File: src/rtl/lgbs_link_pkg.sv
// Link-level definitions shared with the main board: command bytes, echo FSM
// encoding, default timing constants and the byte classifier.
package lgbs_link_pkg;

    localparam logic [7:0] CMD_ON     = 8'hEE;
    localparam logic [7:0] CMD_OFF    = 8'h55;
    localparam logic [7:0] CMD_TOGGLE = 8'hC3;

    localparam int unsigned CLK_FREQ_HZ            = 24_000_000;
    localparam int unsigned DEFAULT_TIMEOUT_CYCLES = 72_000_000;
    localparam int unsigned DEFAULT_ACK_CYCLES     = 64;

    typedef enum logic [1:0] {
        ST_IDLE = 2'd0,
        ST_REQ  = 2'd1,
        ST_BUSY = 2'd2
    } echo_state_e;

    typedef enum logic [1:0] {
        CMD_KIND_ON,
        CMD_KIND_OFF,
        CMD_KIND_TOGGLE,
        CMD_KIND_INVALID
    } cmd_kind_e;

    // A byte with a parity error is never trusted, whatever its value.
    function automatic cmd_kind_e classify_cmd(input logic [7:0] rx_byte,
                                               input logic       parity_err);
        if (parity_err) begin
            return CMD_KIND_INVALID;
        end
        case (rx_byte)
            CMD_ON:     return CMD_KIND_ON;
            CMD_OFF:    return CMD_KIND_OFF;
            CMD_TOGGLE: return CMD_KIND_TOGGLE;
            default:    return CMD_KIND_INVALID;
        endcase
    endfunction

    // Inverting a corrupted byte guarantees the master sees a mismatch.
    function automatic logic [7:0] echo_byte(input logic [7:0] rx_byte,
                                             input logic       parity_err);
        return parity_err ? ~rx_byte : rx_byte;
    endfunction

endpackage

File: src/rtl/cmd_echo_decoder_if.sv
// Link bundle between the UART rx/tx pair (master side) and the command
// decoder (slave side).
interface cmd_echo_decoder_if;

    logic [7:0] data_received;
    logic       rx_done;
    logic       parity_error;
    logic       tx_busy;
    logic [7:0] data_to_tx;
    logic       start_tx;
    logic       output_en;
    logic       cmd_error;
    logic       timeout;

    modport master (
        output data_received, rx_done, parity_error, tx_busy,
        input  data_to_tx, start_tx, output_en, cmd_error, timeout
    );

    modport slave (
        input  data_received, rx_done, parity_error, tx_busy,
        output data_to_tx, start_tx, output_en, cmd_error, timeout
    );

endinterface

File: src/rtl/link_watchdog.sv
// Saturating link-silence counter; expired is high on every edge at which the
// count is (or stays) at LIMIT.
module link_watchdog #(
    parameter int unsigned LIMIT = 72_000_000
) (
    input  logic clk,
    input  logic reset_n,
    input  logic clear,
    output logic expired
);

    localparam int unsigned CW = $clog2(LIMIT + 1);
    localparam logic [CW-1:0] LIMIT_C = CW'(LIMIT);

    logic [CW-1:0] count_q;
    logic [CW-1:0] count_d;

    always_comb begin
        // NOTE: default assignment first so no path leaves count_d unassigned (no latch).
        count_d = count_q;
        if (clear) begin
            count_d = '0;
        end else if (count_q != LIMIT_C) begin
            count_d = count_q + CW'(1);
        end
    end

    // Expiry is judged on the value being loaded, so it acts on the same edge.
    assign expired = (count_d == LIMIT_C);

    always_ff @(posedge clk) begin
        if (!reset_n) begin
            count_q <= '0;
        end else begin
            count_q <= count_d;
        end
    end

endmodule

File: src/rtl/cmd_echo_decoder.sv
// Decodes on/off/toggle command bytes into output_en and echoes every accepted
// byte back through uart_tx; a link watchdog forces the output off on silence.
module cmd_echo_decoder
    import lgbs_link_pkg::*;
#(
    parameter int unsigned TIMEOUT_CYCLES = DEFAULT_TIMEOUT_CYCLES,
    parameter int unsigned ACK_CYCLES     = DEFAULT_ACK_CYCLES
) (
    input  logic                clk,
    input  logic                reset_n,
    cmd_echo_decoder_if.slave   link
);

    localparam int unsigned ACK_CW = $clog2(ACK_CYCLES + 1);
    localparam logic [ACK_CW-1:0] ACK_LAST = ACK_CW'(ACK_CYCLES - 1);

    echo_state_e       state_q, state_d;
    logic [ACK_CW-1:0] ack_cnt_q, ack_cnt_d;
    logic [7:0]        data_to_tx_q, data_to_tx_d;
    logic              output_en_q, output_en_d;
    logic              cmd_error_q, cmd_error_d;
    logic              timeout_q, timeout_d;

    cmd_kind_e rx_kind;
    logic      accept;
    logic      ack_timeout;
    logic      wd_clear;
    logic      wd_expired;
    logic      start_tx;

    assign rx_kind     = classify_cmd(link.data_received, link.parity_error);
    assign accept      = (state_q == ST_IDLE) && link.rx_done;
    assign ack_timeout = (state_q == ST_REQ) && !link.tx_busy && (ack_cnt_q == ACK_LAST);
    assign wd_clear    = accept && (rx_kind != CMD_KIND_INVALID);

    link_watchdog #(
        .LIMIT(TIMEOUT_CYCLES)
    ) u_watchdog (
        .clk     (clk),
        .reset_n (reset_n),
        .clear   (wd_clear),
        .expired (wd_expired)
    );

    // State register (all flops of the block).
    always_ff @(posedge clk) begin
        // NOTE: non-blocking assignments so every flop samples pre-edge values.
        if (!reset_n) begin
            state_q      <= ST_IDLE;
            ack_cnt_q    <= '0;
            data_to_tx_q <= 8'h00;
            output_en_q  <= 1'b0;
            cmd_error_q  <= 1'b0;
            timeout_q    <= 1'b0;
        end else begin
            state_q      <= state_d;
            ack_cnt_q    <= ack_cnt_d;
            data_to_tx_q <= data_to_tx_d;
            output_en_q  <= output_en_d;
            cmd_error_q  <= cmd_error_d;
            timeout_q    <= timeout_d;
        end
    end

    // Next-state logic; bytes arriving outside IDLE are simply not looked at.
    always_comb begin
        state_d   = state_q;
        ack_cnt_d = ack_cnt_q;
        unique case (state_q)
            ST_IDLE: begin
                if (link.rx_done) begin
                    state_d   = ST_REQ;
                    ack_cnt_d = '0;
                end
            end
            ST_REQ: begin
                if (link.tx_busy) begin
                    state_d = ST_BUSY;
                end else if (ack_cnt_q == ACK_LAST) begin
                    state_d = ST_IDLE;
                end else begin
                    ack_cnt_d = ack_cnt_q + ACK_CW'(1);
                end
            end
            ST_BUSY: begin
                if (!link.tx_busy) begin
                    state_d = ST_IDLE;
                end
            end
            default: state_d = ST_IDLE;
        endcase
    end

    // Outputs and decode datapath. A valid command clears the watchdog, so
    // wd_expired is low on that edge and the command always wins.
    always_comb begin
        data_to_tx_d = data_to_tx_q;
        output_en_d  = output_en_q;
        cmd_error_d  = cmd_error_q;
        timeout_d    = timeout_q;
        start_tx     = (state_q == ST_REQ);

        if (wd_expired) begin
            output_en_d = 1'b0;
            timeout_d   = 1'b1;
        end

        if (accept) begin
            data_to_tx_d = echo_byte(link.data_received, link.parity_error);
            case (rx_kind)
                CMD_KIND_ON:     output_en_d = 1'b1;
                CMD_KIND_OFF:    output_en_d = 1'b0;
                CMD_KIND_TOGGLE: output_en_d = ~output_en_q;
                default:         output_en_d = output_en_d;
            endcase
            if (rx_kind == CMD_KIND_INVALID) begin
                cmd_error_d = 1'b1;
            end else begin
                cmd_error_d = 1'b0;
                timeout_d   = 1'b0;
            end
        end

        // uart_tx never acknowledged the request: report it as a link error.
        if (ack_timeout) begin
            cmd_error_d = 1'b1;
        end
    end

    assign link.data_to_tx = data_to_tx_q;
    assign link.start_tx   = start_tx;
    assign link.output_en  = output_en_q;
    assign link.cmd_error  = cmd_error_q;
    assign link.timeout    = timeout_q;

endmodule

File: src/flat_wrapper.sv
// flat-port wrapper written by rule: the top's interface ports become plain ports
module cmd_echo_decoder_flat import lgbs_link_pkg::*;
#(
    parameter int unsigned TIMEOUT_CYCLES = DEFAULT_TIMEOUT_CYCLES,
    parameter int unsigned ACK_CYCLES     = DEFAULT_ACK_CYCLES
)
  (clk, reset_n, link_data_received, link_rx_done, link_parity_error, link_tx_busy, link_data_to_tx, link_start_tx, link_output_en, link_cmd_error, link_timeout);
  cmd_echo_decoder_if link_i ();
  input  logic clk;
  input  logic reset_n;
  input wire logic [$bits(link_i.data_received)-1:0] link_data_received;
  input wire logic [$bits(link_i.rx_done)-1:0] link_rx_done;
  input wire logic [$bits(link_i.parity_error)-1:0] link_parity_error;
  input wire logic [$bits(link_i.tx_busy)-1:0] link_tx_busy;
  output wire logic [$bits(link_i.data_to_tx)-1:0] link_data_to_tx;
  output wire logic [$bits(link_i.start_tx)-1:0] link_start_tx;
  output wire logic [$bits(link_i.output_en)-1:0] link_output_en;
  output wire logic [$bits(link_i.cmd_error)-1:0] link_cmd_error;
  output wire logic [$bits(link_i.timeout)-1:0] link_timeout;
  assign link_i.data_received = link_data_received;
  assign link_i.rx_done = link_rx_done;
  assign link_i.parity_error = link_parity_error;
  assign link_i.tx_busy = link_tx_busy;
  assign link_data_to_tx = link_i.data_to_tx;
  assign link_start_tx = link_i.start_tx;
  assign link_output_en = link_i.output_en;
  assign link_cmd_error = link_i.cmd_error;
  assign link_timeout = link_i.timeout;
  cmd_echo_decoder #(.TIMEOUT_CYCLES(TIMEOUT_CYCLES), .ACK_CYCLES(ACK_CYCLES)) u_core (.clk(clk), .reset_n(reset_n), .link(link_i));
endmodule
File: config.mk
export PLATFORM = sky130hd
export DESIGN_NAME = cmd_echo_decoder_flat
export DESIGN_NICKNAME = d
export VERILOG_FILES = /design/src/rtl/lgbs_link_pkg.sv /design/src/rtl/cmd_echo_decoder_if.sv /design/src/rtl/link_watchdog.sv /design/src/rtl/cmd_echo_decoder.sv /design/src/flat_wrapper.sv
export SDC_FILE = /design/constraint.sdc
export NUM_CORES = 1
export LEC_CHECK = 0
export BUFFER_PORTS_ARGS = -buffer_cell sky130_fd_sc_hd__buf_2
export CAP_MARGIN = 20
export CORE_ASPECT_RATIO = 1.2
export CORE_MARGIN = 2
export CORE_UTILIZATION = 40
export DETAILED_ROUTE_END_ITERATION = 10
export SLEW_MARGIN = 20
export SYNTH_ARGS = -nofsm -noshare
export SYNTH_HDL_FRONTEND = slang
export SYNTH_SLANG_ARGS = --single-unit
File: constraint.sdc
create_clock -name clk -period 7.8 [get_ports clk]
set_input_delay 1.17 -clock clk [delete_from_list [all_inputs] [get_ports clk]]
set_output_delay 1.17 -clock clk [all_outputs]
set_load 0.01 [all_outputs]
* Yosys cells after proc, flatten, opt, wreduce, memory -nomap -nowiden
Index checks and enable logic that the tools add are counted.
** Operators by class
- Mux-type cells :: 25
- Magnitude comparators :: 0
- Bitwise logic cells :: 2
- Reduce and logical (&&, ||, !) cells :: 11
- Equality and inequality tests :: 17
- Divide/modulo/power cells :: 0
- Shift-type cells :: 0
- Multiply operators :: 0
- Add/subtract/negate cells :: 2
** Operators with widths (count)
- 2-to-1 mux 27 bit :: 2
- adder 27 x 1 -> 27 bit (second input constant) :: 1
- == test 27 bit (second input constant) :: 1
- != test 27 bit (second input constant) :: 1
- 2-to-1 mux 7 bit :: 3
- == test 8 bit (second input constant) :: 2
- one-hot mux 7 bit (2 select lines) :: 1
- 2-to-1 mux 2 bit :: 6
- one-hot mux 2 bit (3 select lines) :: 2
- != test 2 bit (second input constant) :: 5
- 2-to-1 mux 1 bit :: 9
- == test 8 x 7 -> 1 bit (second input constant) :: 1
- 2-to-1 mux 8 bit :: 1
- inverter 8 bit :: 1
- adder 7 x 1 -> 7 bit (second input constant) :: 1
- == test 7 x 6 -> 1 bit (second input constant) :: 1
- == test 2 bit (second input constant) :: 3
- == test 2 x 1 -> 1 bit (second input constant) :: 2
- logical AND 1 bit :: 4
- logical NOT 2 bit :: 2
- AND reduction 4 bit :: 1
- nonzero test 2 bit :: 2
- != test 3 x 2 -> 1 bit (second input constant) :: 1
- one-hot mux 1 bit (3 select lines) :: 1
- other kinds (3) :: 3
** Word-level totals
- Bits in latches :: 0
- Bits in registers :: 47
- Input bits :: 13
- Word-level logic and storage cells :: 64
- Bits in writable memories :: 0
- Output and inout bits :: 12
- ROM bits :: 0
- Memories kept :: 0

* Longest topological paths before layout
Gate-level depths: netlist of run 1.
- Word-level depth :: 10
- Mapped depth :: 8
- Depth with buffers taken out :: 8

* Hierarchy
From an unflattened synthesis of run 1, not the netlist that was laid out.
** Unflattened totals
- Cells, all modules :: 320
- Area total of the unflattened synthesis :: 2692.6 um^2
** Modules (own cells, without submodules)
- link_watchdog :: cells an instance 209, times used 1, area each 1681.6 um^2
- cmd_echo_decoder :: cells an instance 111, times used 1, area each 1011.0 um^2

* Least setup slack after synthesis of run 1
Ideal clock, no wire load.
- Path type :: input port to flip-flop
- From :: input link_parity_error
- To :: register u_core.timeout_q, in the netlist u_core.link.timeout
- Setup slack :: 4838 ps
- Setup time :: 61 ps
- Stages on the path :: 7
- Data arrival time :: 2901 ps
- Cells stage by stage :: clkbuf_1 nor2b_1 o2111ai_1 a21oi_1 or3_2 a2111oi_2 a32o_1
** Between the ends
- Word-level cells in the longest chain between the ends :: 9
- Elaborated cells between the ends (all ways) :: 10
- Classes of those cells :: eq/ne: 3; mux: 6; reduce/logical: 1
** RTL lines
- start: declaration :: RTL line flat_wrapper.sv:13 : input wire logic [$bits(link_i.parity_error)-1:0] link_parity_error;
- 2-to-1 mux 1 bit (*) :: RTL line lgbs_link_pkg.sv:29 : if (parity_err) begin
- 2-to-1 mux 2 bit (*) :: RTL line lgbs_link_pkg.sv:32 : case (rx_byte)
- != test 2 bit :: RTL line cmd_echo_decoder.sv:34 : assign wd_clear = accept && (rx_kind != CMD_KIND_INVALID);
- logical AND 1 bit :: RTL line cmd_echo_decoder.sv:34
- 2-to-1 mux 27 bit :: RTL line link_watchdog.sv:21 : if (clear) begin
- == test 27 bit :: RTL line link_watchdog.sv:29 : assign expired = (count_d == LIMIT_C);
- 2-to-1 mux 1 bit :: RTL line cmd_echo_decoder.sv:103 : if (wd_expired) begin
- 2-to-1 mux 1 bit :: RTL line cmd_echo_decoder.sv:116 : if (rx_kind == CMD_KIND_INVALID) begin
- 2-to-1 mux 1 bit (*) :: RTL line cmd_echo_decoder.sv:108 : if (accept) begin
- end signal: assignment :: RTL line cmd_echo_decoder.sv:61 : timeout_q <= timeout_d;
- end: declaration :: RTL line cmd_echo_decoder.sv:22 : logic timeout_q, timeout_d;
Mark *: on every way between the ends. The rest lies on a longest branch, timed or not.
A chain may end at the register's enable or synchronous reset.

* Worst setup path in the final report of run 1
- From :: input link_data_received[1]
- To :: register u_core.timeout_q, in the netlist u_core.link.timeout
** Between the ends
- Word-level cells in the longest chain between the ends :: 10
- Elaborated cells between the ends (all ways) :: 13
- Classes of those cells :: eq/ne: 6; mux: 6; reduce/logical: 1
** RTL lines
- start: declaration :: RTL line flat_wrapper.sv:11 : input wire logic [$bits(link_i.data_received)-1:0] link_data_received;
- == test 8 bit / == test 8 x 7 -> 1 bit (equally long branches) :: RTL line lgbs_link_pkg.sv:32
- one-hot mux 2 bit (3 select lines) (*) :: RTL line lgbs_link_pkg.sv:32
- 2-to-1 mux 2 bit (*) :: RTL line lgbs_link_pkg.sv:32
- != test 2 bit :: RTL line cmd_echo_decoder.sv:34
- logical AND 1 bit :: RTL line cmd_echo_decoder.sv:34
- 2-to-1 mux 27 bit :: RTL line link_watchdog.sv:21
- == test 27 bit :: RTL line link_watchdog.sv:29
- 2-to-1 mux 1 bit :: RTL line cmd_echo_decoder.sv:103
- 2-to-1 mux 1 bit :: RTL line cmd_echo_decoder.sv:116
- 2-to-1 mux 1 bit (*) :: RTL line cmd_echo_decoder.sv:108
Marks and branches as above.

==> results.cfg, run 1 <==
[run_status]
status = completed

[worst_hold_path]
worstHoldStart = u_core.link.timeout
hold_depth = 1
holdPathEnd = u_core.link.timeout
hold_class = reg -> reg

[route]
routed_wl_mm = 5.508
drt_iter0_drc = 87
ant_nets = 0
wire_per_inst_um = 13.53
viasPerCell = 5.467
num_vias = 2225
drc = 0
dr.pass1.iters = 4

[setup_path]
r2r-start = u_core.u_watchdog.count_q[2]
cp.arrival_ns = 3.43
crit_type = in -> reg
critPathRequiredTime_ns = 8.00
endpoint_kind = flop
r2r_cells = 6
startpoint_type = input port
r2r-end = u_core.link.timeout
rrSetupSlack_ns = 4.75
path_max_fanout = 27

[finish]
num-fill-cells = 648
num-nets-final = 340
layout-drive-gt1-share_pct = 12.31
design_area_mm2 = 0.002863
antennaDiodeCount = 0
final_common_cell = dfxtp_1
syn_to_final_growth_pct = 11.56
final_cell_mix = dfxtp_1, nor2_1, nand2_1, buf_2, xor2_1

[yosys]
syn_inst = 305
async_reset_ff_share_pct = 0
synth_top_area_cell = dfxtp_1
ys_types = 48
synth_seq_cells = 47
syn_avg_cell_area_um2 = 8.414
ys.flop_type = dfxtp_1
yosys_warnings = 0
synth_area_leaders = dfxtp_1, xor2_1, nor2_1
ys_seq_area_share_pct = 36.67
synth_fp_nets = 321
yosysTopAreaCellShare_pct = 36.67
synth_area_mm2 = 0.002566
synth_edf_count = 0

[floorplanning]
fp.dieW_um = 77.12
pin_count = 25
die_area_mm2 = 0.007075
placementRows = 31
start_util_pct = 41.87
die_h_um = 91.74
core-area_mm2 = 0.006128

[global_routing]
grt_max_degree = 28
antenna_found_initial = 0
track_usage_pct = 16.43
gr-total-overflow = 0
grt_pass1_wl_mm = 9.535
grt_pass1_vias = 2039

[timing]
fin_crit_ns = 3.229
final_max_slew_viol_count = 0
tightestPinTransition_ns = 1.044
setup_viol = 0
period_share_pct = 41.40
grt_setup_unrepaired = no
hold_viol = 0
fmax_mhz = 309.7
skew_ns = 0.004475
timing.setup.tns_ns = 0
maxSlewHeadroom_pct = 29.77

[placed_design]
dpl-instance-area_mm2 = 0.002745
gp_congestion = 0.8421
dpl.hpwl_mm = 4.030
io_buffers = 24

[power]
p_leak_nw = 1.129
ir_worst_vdd_mv = 0.09134
p_per_area_mw_per_mm2 = 168.7

[clocking]
cts_resized = 0
root_buffer = clkbuf_8
clk_pin_slew_ns = 0.09
clk_path_buf_depth = 2
htree_levels = 2
cts_made_buffers = 5
cts.sinks = 47
cts_tree = done
postCtsHoldBufs = 0
cts_setup_buffers = 0
clk_latency_ns = 0.30

[flow_run]
cap_violations = 0
## kinds of logic (layout without fill, tap and decap cells)
| kind of cell | count (synthesis) | after routing | synth area share [%] |
|---|---|---|---|
| AOI/OAI and AO/OA | 47 | 47 | 12.97 |
| xor gates and xnor gates | 37 | 37 | 12.63 |
| adders and majority gates | 3 | 3 | 1.463 |
| buffers and inverters | 20 | 40 | 3.218 |
| DFF | 47 | 47 | 36.66 |
| muxes | 4 | 4 | 1.560 |
| and+or+nand+nor | 147 | 147 | 31.50 |
## sequential cells by signal (all words and copies together), names as in the netlist
signal / cells
u_core.link.timeout: 1
u_core.ack_cnt_q: 7
u_core.link.cmd_error: 1
u_core.u_watchdog.count_q: 27
u_core.state_q: 2
u_core.link.output_en: 1
u_core.link.data_to_tx: 8
## Yosys cell counts (4+ instances only)
cell type,count
inv_1,7
nand3_1,12
or4_1,5
o21ai_0,8
xor2_1,21
and3_1,9
a31oi_1,5
clkbuf_1,11
xnor2_1,16
mux2i_1,4
nor2b_1,6
o211a_1,8
nand2_1,24
nand2b_1,5
nor2_1,40
nand4_1,10
nor3b_1,4
dfxtp_1,47
nor3_1,4
a21oi_1,13
or3_1,4
## how the worst max path moves through the flow
stage                                      from  depth (start not counted)             endpoint
after floorplan               link_parity_error                          7  u_core.link.timeout
after global placement    link_data_received[1]                          7  u_core.link.timeout
after detailed placement  link_data_received[1]                          7  u_core.link.timeout
after CTS                 link_data_received[1]                          7  u_core.link.timeout
after global routing      link_data_received[1]                          7  u_core.link.timeout
final                     link_data_received[1]                          7  u_core.link.timeout
## area by class of cell
class                      instances  area (um^2)  share of cell area, %
clock buffer                       6        82.58                  2.885
clock inverter                     2        35.03                  1.224
inverter                           7        26.28                 0.9178
multi-input combinational        238         1548                  54.06
sequential                        47        940.9                  32.87
tap                               82        102.6                  3.584
timing repair buffer              25        127.6                  4.458
## power by group
group          internal (W)  switching, W  total (W)
registers          0.000246    0.00000609   0.000253
logic             0.0000192     0.0000252  0.0000444
clock network      0.000104     0.0000822   0.000186
total              0.000369      0.000114   0.000483
## critical path, cell delays in order
cell and delay (ns):
buf_2 0.13, nor4bb_1 0.39, o2111ai_1 0.18, a21oi_1 0.33, nand2b_1 0.85, a21oi_1 0.08, a32o_1 0.30
## per-layer routing
layer  GRT usage (%)  share of wire (%)
met1           20.79                 48
met5               0                  0
met2           27.17                 46
met4           5.952                2.0
met3           3.839                4.5
## metrics by stage
step,cells,util (%),total power [W],hold WS (ns),setup WS (ns)
6_report,407,46.71,0.0004829,0.4701,4.571
5_1_grt,407,46.71,0.0005061,0.5025,4.309
3_5_place_dp,399,44.79,0.0003029,0.4511,4.249
4_1_cts,407,46.71,0.0004891,0.4724,4.583
3_3_place_gp,399,44.79,0.0003024,0.4507,4.343
2_1_floorplan,305,-,0.0002861,0.4392,4.838
Power figures use the tool's default switching activity.
==> run 2: changes to the inputs <==
Settings changed: ABC_AREA set to 1.
Clock period 7.8 ns to 2.6 ns, I/O delays scaled along.
==> run 2 against run 1 <==
  * Combinational power rose to 3.2 times the previous value
  * Core utilization decreased by 1.3 points
  * Critical path depth increased by 3
  * Worst setup slack worse by 4.1 ns
  * Synthesized area grew 7.0%
  * Worst hold slack got worse by 0.13 ns
  * Final cell count is 35% higher
  * Largest cell class unchanged
  * Largest power group unchanged
  * Highest routed layer unchanged
==> results.cfg, run 2 <==
[run_status]
status = completed

[timing]
skew_ns = 0.01009
tightestPinTransition_ns = 0.3910
hold_viol = 0
setup_viol = 0
period_share_pct = 80.33
fmax_mhz = 478.8
maxSlewHeadroom_pct = 73.74
fin_ws_ns = 0.5115
grt_setup_unrepaired = no
final_max_slew_viol_count = 0
fin_crit_ns = 2.088
timing.setup.tns_ns = 0

[floorplanning]
placementRows = 33
core-area_mm2 = 0.006730
pin_count = 25
fp.dieW_um = 79.64
die_h_um = 94.77
start_util_pct = 40.81
die_area_mm2 = 0.007547

[finish]
final_common_cell = nand2_1
num-nets-final = 479
layout-drive-gt1-share_pct = 10.56
antennaDiodeCount = 0
top_register = u_core.u_watchdog.count_q
design_area_mm2 = 0.003059
final_cell_mix = nand2_1, nor2_1, inv_1
largest_register_ffs = 27
syn_to_final_growth_pct = 11.39
fin_util_pct = 45.45

[power]
p_leak_nw = 1.216
power_w = 0.001384
combPwrFrac_pct = 10.2
internal_power_w = 0.0009964
ir_worst_vdd_mv = 0.2458
p_per_area_mw_per_mm2 = 452.4
sequentialPowerShare_pct = 54.5
p_switching_w = 0.0003876
p_clk_share_pct = 35.3
swShare_pct = 28.00

[yosys]
yosysTopAreaCellShare_pct = 34.26
synth_seq_cells = 47
yosysMostFrequentCell = nand2_1
ys.flop_type = dfxtp_1
yosys_warnings = 0
ys_types = 32
synth_area_leaders = dfxtp_1, nand2_1, nor2_1
syn_avg_cell_area_um2 = 6.299
synth_edf_count = 0
ys_seq_area_share_pct = 34.26
synthTopCellsByCount = nand2_1, nor2_1, inv_1, dfxtp_1, a21oi_1
async_reset_ff_share_pct = 0
synth_area_mm2 = 0.002746
syn_inst = 436
synth_fp_nets = 452
synth_top_area_cell = dfxtp_1

[global_routing]
grt_max_degree = 28
grt_pass1_vias = 2662
gr-total-overflow = 0
track_usage_pct = 20.49
grt_pass1_wl_mm = 11.99
antenna_found_initial = 0

[placed_design]
gp_congestion = 0.9166
dpl.hpwl_mm = 5.458
dpl-instance-area_mm2 = 0.002963
io_buffers = 24
place_ws_ns = 0.5022

[clocking]
clk_path_buf_depth = 2
htree_levels = 2
root_buffer = clkbuf_8
cts_resized = 0
clk_latency_ns = 0.31
clk_pin_slew_ns = 0.10
cts_made_buffers = 5
cts_tree = done
cts_setup_buffers = 0
cts.sinks = 47
postCtsHoldBufs = 0

[route]
ant_nets = 0
wire_per_inst_um = 12.47
drc = 0
dr.pass1.iters = 4
num_vias = 2682
drt_iter0_drc = 125
routed_wl_mm = 6.871
viasPerCell = 4.868

[setup_path]
endpoint_kind = flop
critPathRequiredTime_ns = 2.81
path_max_fanout = 4
startpoint_type = flop
crit_type = reg -> reg
cp.arrival_ns = 2.30

[flow_run]
cap_violations = 0

[worst_hold_path]
hold_class = in -> reg
==> run 2: metal layers <==
metal | wire (um) | GRT usage (%) | up-vias
met5 | 0 | 0 | -
met4 | 174 | 8.764 | 0
met3 | 241 | 3.633 | 14
met2 | 3491 | 36.83 | 50
met1 | 2964 | 23.59 | 1203
li1 | - | - | 1415
==> run 2: power by group through the flow <==
stage | Clock (W) | Sequential (W) | Combinational (W)
floorplan | 0 | 0.000776 | 0.0000876
global placement | 0 | 0.000771 | 0.000141
detailed placement | 0 | 0.000771 | 0.000143
CTS | 0.000508 | 0.000755 | 0.000143
global route | 0.000540 | 0.000757 | 0.000162
finish | 0.000488 | 0.000755 | 0.000142
==> run 2: cells by family (layout without fill, tap and decap cells) <==
family | count (synthesis) | in the layout | share of synthesized area (%)
and+or+nand+nor | 251 | 251 | 38.82
DFF | 47 | 47 | 34.26
AOI/OAI and AO/OA | 46 | 46 | 9.203
xor gates and xnor gates | 22 | 22 | 7.016
buffers and inverters | 67 | 95 | 9.340
adders and majority gates | 3 | 3 | 1.367
==> run 2: layout make-up <==
type / count / area (um^2)
clock inverter: 3 / 27.53
sequential: 47 / 940.9
timing repair buffer: 26 / 135.1
inverter: 61 / 229.0
fill: 734 / 3671
tap: 87 / 108.9
clock buffer: 5 / 68.82
multi-input combinational: 322 / 1549
==> run 2: worst paths after layout <==
check                               startpoint                    end  slack, ns  cells past startpoint
setup / recovery  u_core.u_watchdog.count_q[1]  u_core.link.output_en       0.51                     10
hold / removal                    link_tx_busy      u_core.state_q[1]       0.34                      3
setup reg to reg  u_core.u_watchdog.count_q[1]  u_core.link.output_en       0.51                     10
hold reg to reg            u_core.ack_cnt_q[5]    u_core.ack_cnt_q[5]       0.47                      2
==> run 2: worst max-delay path, cell delays in order, from the launching register on <==
cell and delay (ns):
dfxtp_1 0.39, ha_1 0.30, nand3_2 0.22, inv_2 0.14, nand2_2 0.09, o31ai_1 0.37
nand3_1 0.13, nor2_1 0.12, nand4_1 0.10, nand2_1 0.08, a21oi_1 0.05
==> run 2: per-stage QoR <==
stage               cells  hold WS (ns)
floorplan             436        0.4342
global route          551        0.3273
global placement      543        0.4524
finish                551        0.3391
CTS                   551        0.3209
detailed placement    543        0.4546
==> run 3: changes to the inputs <==
Clock period 2.6 ns to 1.79 ns, I/O delays scaled along.
==> run 3 against run 2 <==
  * The run now ends with setup timing left
  * Via count grew 7.4%
  * Combinational power grew 89%
  * Clock power grew 64%
  * Wire length grew 10%
  * Total power grew 57%
  * Core utilization grew 8.8 points
  * Sequential share of layout area shrank 4.1 points
  * Worst setup slack lost 0.51 ns
  * Flip-flop and latch count is the same
  * Critical endpoint unchanged
  * Register-to-register slack lost 0.51 ns
  * Global-route usage grew 0.61 points
==> results.cfg, run 3 (synthesized netlist as in run 2, its figures left out) <==
[worst_hold_path]
hold_class = in -> reg
worstHoldStart = link_tx_busy

[clocking]
cts.sinks = 47
clk_path_buf_depth = 2
root_buffer = clkbuf_8
clk_latency_ns = 0.31
htree_levels = 2
cts_made_buffers = 5
cts_tree = done
clk_pin_slew_ns = 0.09
postCtsHoldBufs = 0

[finish]
design_area_mm2 = 0.003654
final_common_cell = nand2_1
multi_input_area_mm2 = 0.001734
final_cell_mix = nand2_1, nor2_1, inv_1
layout-drive-gt1-share_pct = 30.77
seq_area_um2 = 974.7
largest_register_ffs = 27
num-fill-cells = 655
fin_util_pct = 54.29
syn_to_final_growth_pct = 33.03
top_register = u_core.u_watchdog.count_q
num-nets-final = 522
antennaDiodeCount = 0

[setup_path]
critPathRequiredTime_ns = 2.00
startpoint_type = flop
crit_type = reg -> reg
path_max_fanout = 4
cp.arrival_ns = 2.01
endpoint_kind = flop
startpoint = u_core.u_watchdog.count_q[1]
r2r-start = u_core.u_watchdog.count_q[1]

[timing]
setup_viol = 1
grt_setup_unrepaired = yes
skew_ns = 0.007493
hold_viol = 0
tightestPinTransition_ns = 0.3084
maxSlewHeadroom_pct = 79.37
fmax_mhz = 558.2
final_max_slew_viol_count = 0
holdWs_ns = 0.2314
fin_crit_ns = 1.791
period_share_pct = 100.1
fin_ws_ns = -0.001378

[power]
p_per_area_mw_per_mm2 = 593.5
ir_worst_vdd_mv = 0.3915
internal_power_w = 0.001613
combPwrFrac_pct = 12.4
p_leak_nw = 1.477
power_w = 0.002169
p_switching_w = 0.0005559
swShare_pct = 25.64
p_clk_share_pct = 36.9
sequentialPowerShare_pct = 50.7

[floorplanning]
core-area_mm2 = 0.006730
pin_count = 25
die_h_um = 94.77
die_area_mm2 = 0.007547
start_util_pct = 40.81
fp.dieW_um = 79.64
placementRows = 33

[global_routing]
grt_max_degree = 28
track_usage_pct = 21.10
grt_pass1_vias = 2852
gr-total-overflow = 0
grt_pass1_wl_mm = 12.61
antenna_found_initial = 0

[placed_design]
gp_congestion = 0.8957
dpl-instance-area_mm2 = 0.003231
dpl.hpwl_mm = 5.584
place_ws_ns = -0.1993
io_buffers = 24

[run_status]
violations = setup timing
status = finished with violations

[route]
drc = 0
wire_per_inst_um = 12.75
ant_nets = 0
num_vias = 2881
viasPerCell = 4.850
routed_wl_mm = 7.571
dr.pass1.iters = 4
drt_iter0_drc = 140

[flow_run]
cap_violations = 0
## run 3: cell count changes in the layout (fill, tap and decap cells not counted), sizes merged
| cell | change |
|---|---|
| buf | +42 |
| bufinv | +1 |
| clkbuf | +1 |
| clkinv | +1 |
| clkinvlp | -1 |
| inv | -1 |
## run 3: per-stage QoR
stage,TNS (ns),std cells
6_report,-0.001378,594
5_1_grt,-0.4056,594
4_1_cts,-0.01692,589
3_5_place_dp,-0.3610,577
3_3_place_gp,-0.3455,577
2_1_floorplan,0,436
## run 3: worst paths after layout
check | end | slack [ns] | cells past startpoint
hold reg to reg | u_core.link.timeout | 0.46 | 2
setup / recovery | u_core.link.output_en | -0.001 | 11
setup reg to reg | u_core.link.output_en | -0.001 | 11
hold / removal | u_core.state_q[1] | 0.23 | 3
## run 3: power groups by stage
stage / Sequential [W] / Combinational, W / Clock, W
5_1_grt: 0.00110 / 0.000301 / 0.000869
2_1_floorplan: 0.00113 / 0.000127 / 0
3_5_place_dp: 0.00112 / 0.000220 / 0
6_report: 0.00110 / 0.000269 / 0.000801
3_3_place_gp: 0.00112 / 0.000218 / 0
4_1_cts: 0.00110 / 0.000235 / 0.000831
## run 3: metal layers
| layer | vias to the layer above | wire [um] | track usage, % |
|---|---|---|---|
| met3 | 18 | 284 | 3.059 |
| li1 | 1503 | - | - |
| met1 | 1300 | 3089 | 23.45 |
| met5 | - | 0 | 0 |
| met2 | 60 | 3937 | 39.36 |
| met4 | 0 | 260 | 9.195 |
## run 3: cell type report
type	instances	area share [%]
inverters	61	6.336
well taps	87	2.979
multi-input cells	322	47.47
clock buffers	5	1.884
flip-flops and latches	47	26.68
repair buffers	69	13.46
clock inverters	3	1.199
## run 3: worst max-delay path, stage by stage (launching register included)
cell	delay [ns]
dfxtp_4	0.40
ha_4	0.16
nand3_4	0.09
nor2_4	0.14
nand2_2	0.10
xor2_1	0.16
a21oi_1	0.15
nand2_1	0.09
nor2_2	0.11
nand4_1	0.14
nand2_1	0.10
a21oi_2	0.05
## run 3: timing repair
action / in CTS / in global routing
resized for setup: 43 / 38
buffers inserted: 4 / 4
setup endpoints to repair: 2 / 31
pin swaps: 8 / 17
cloned: 0 / 1
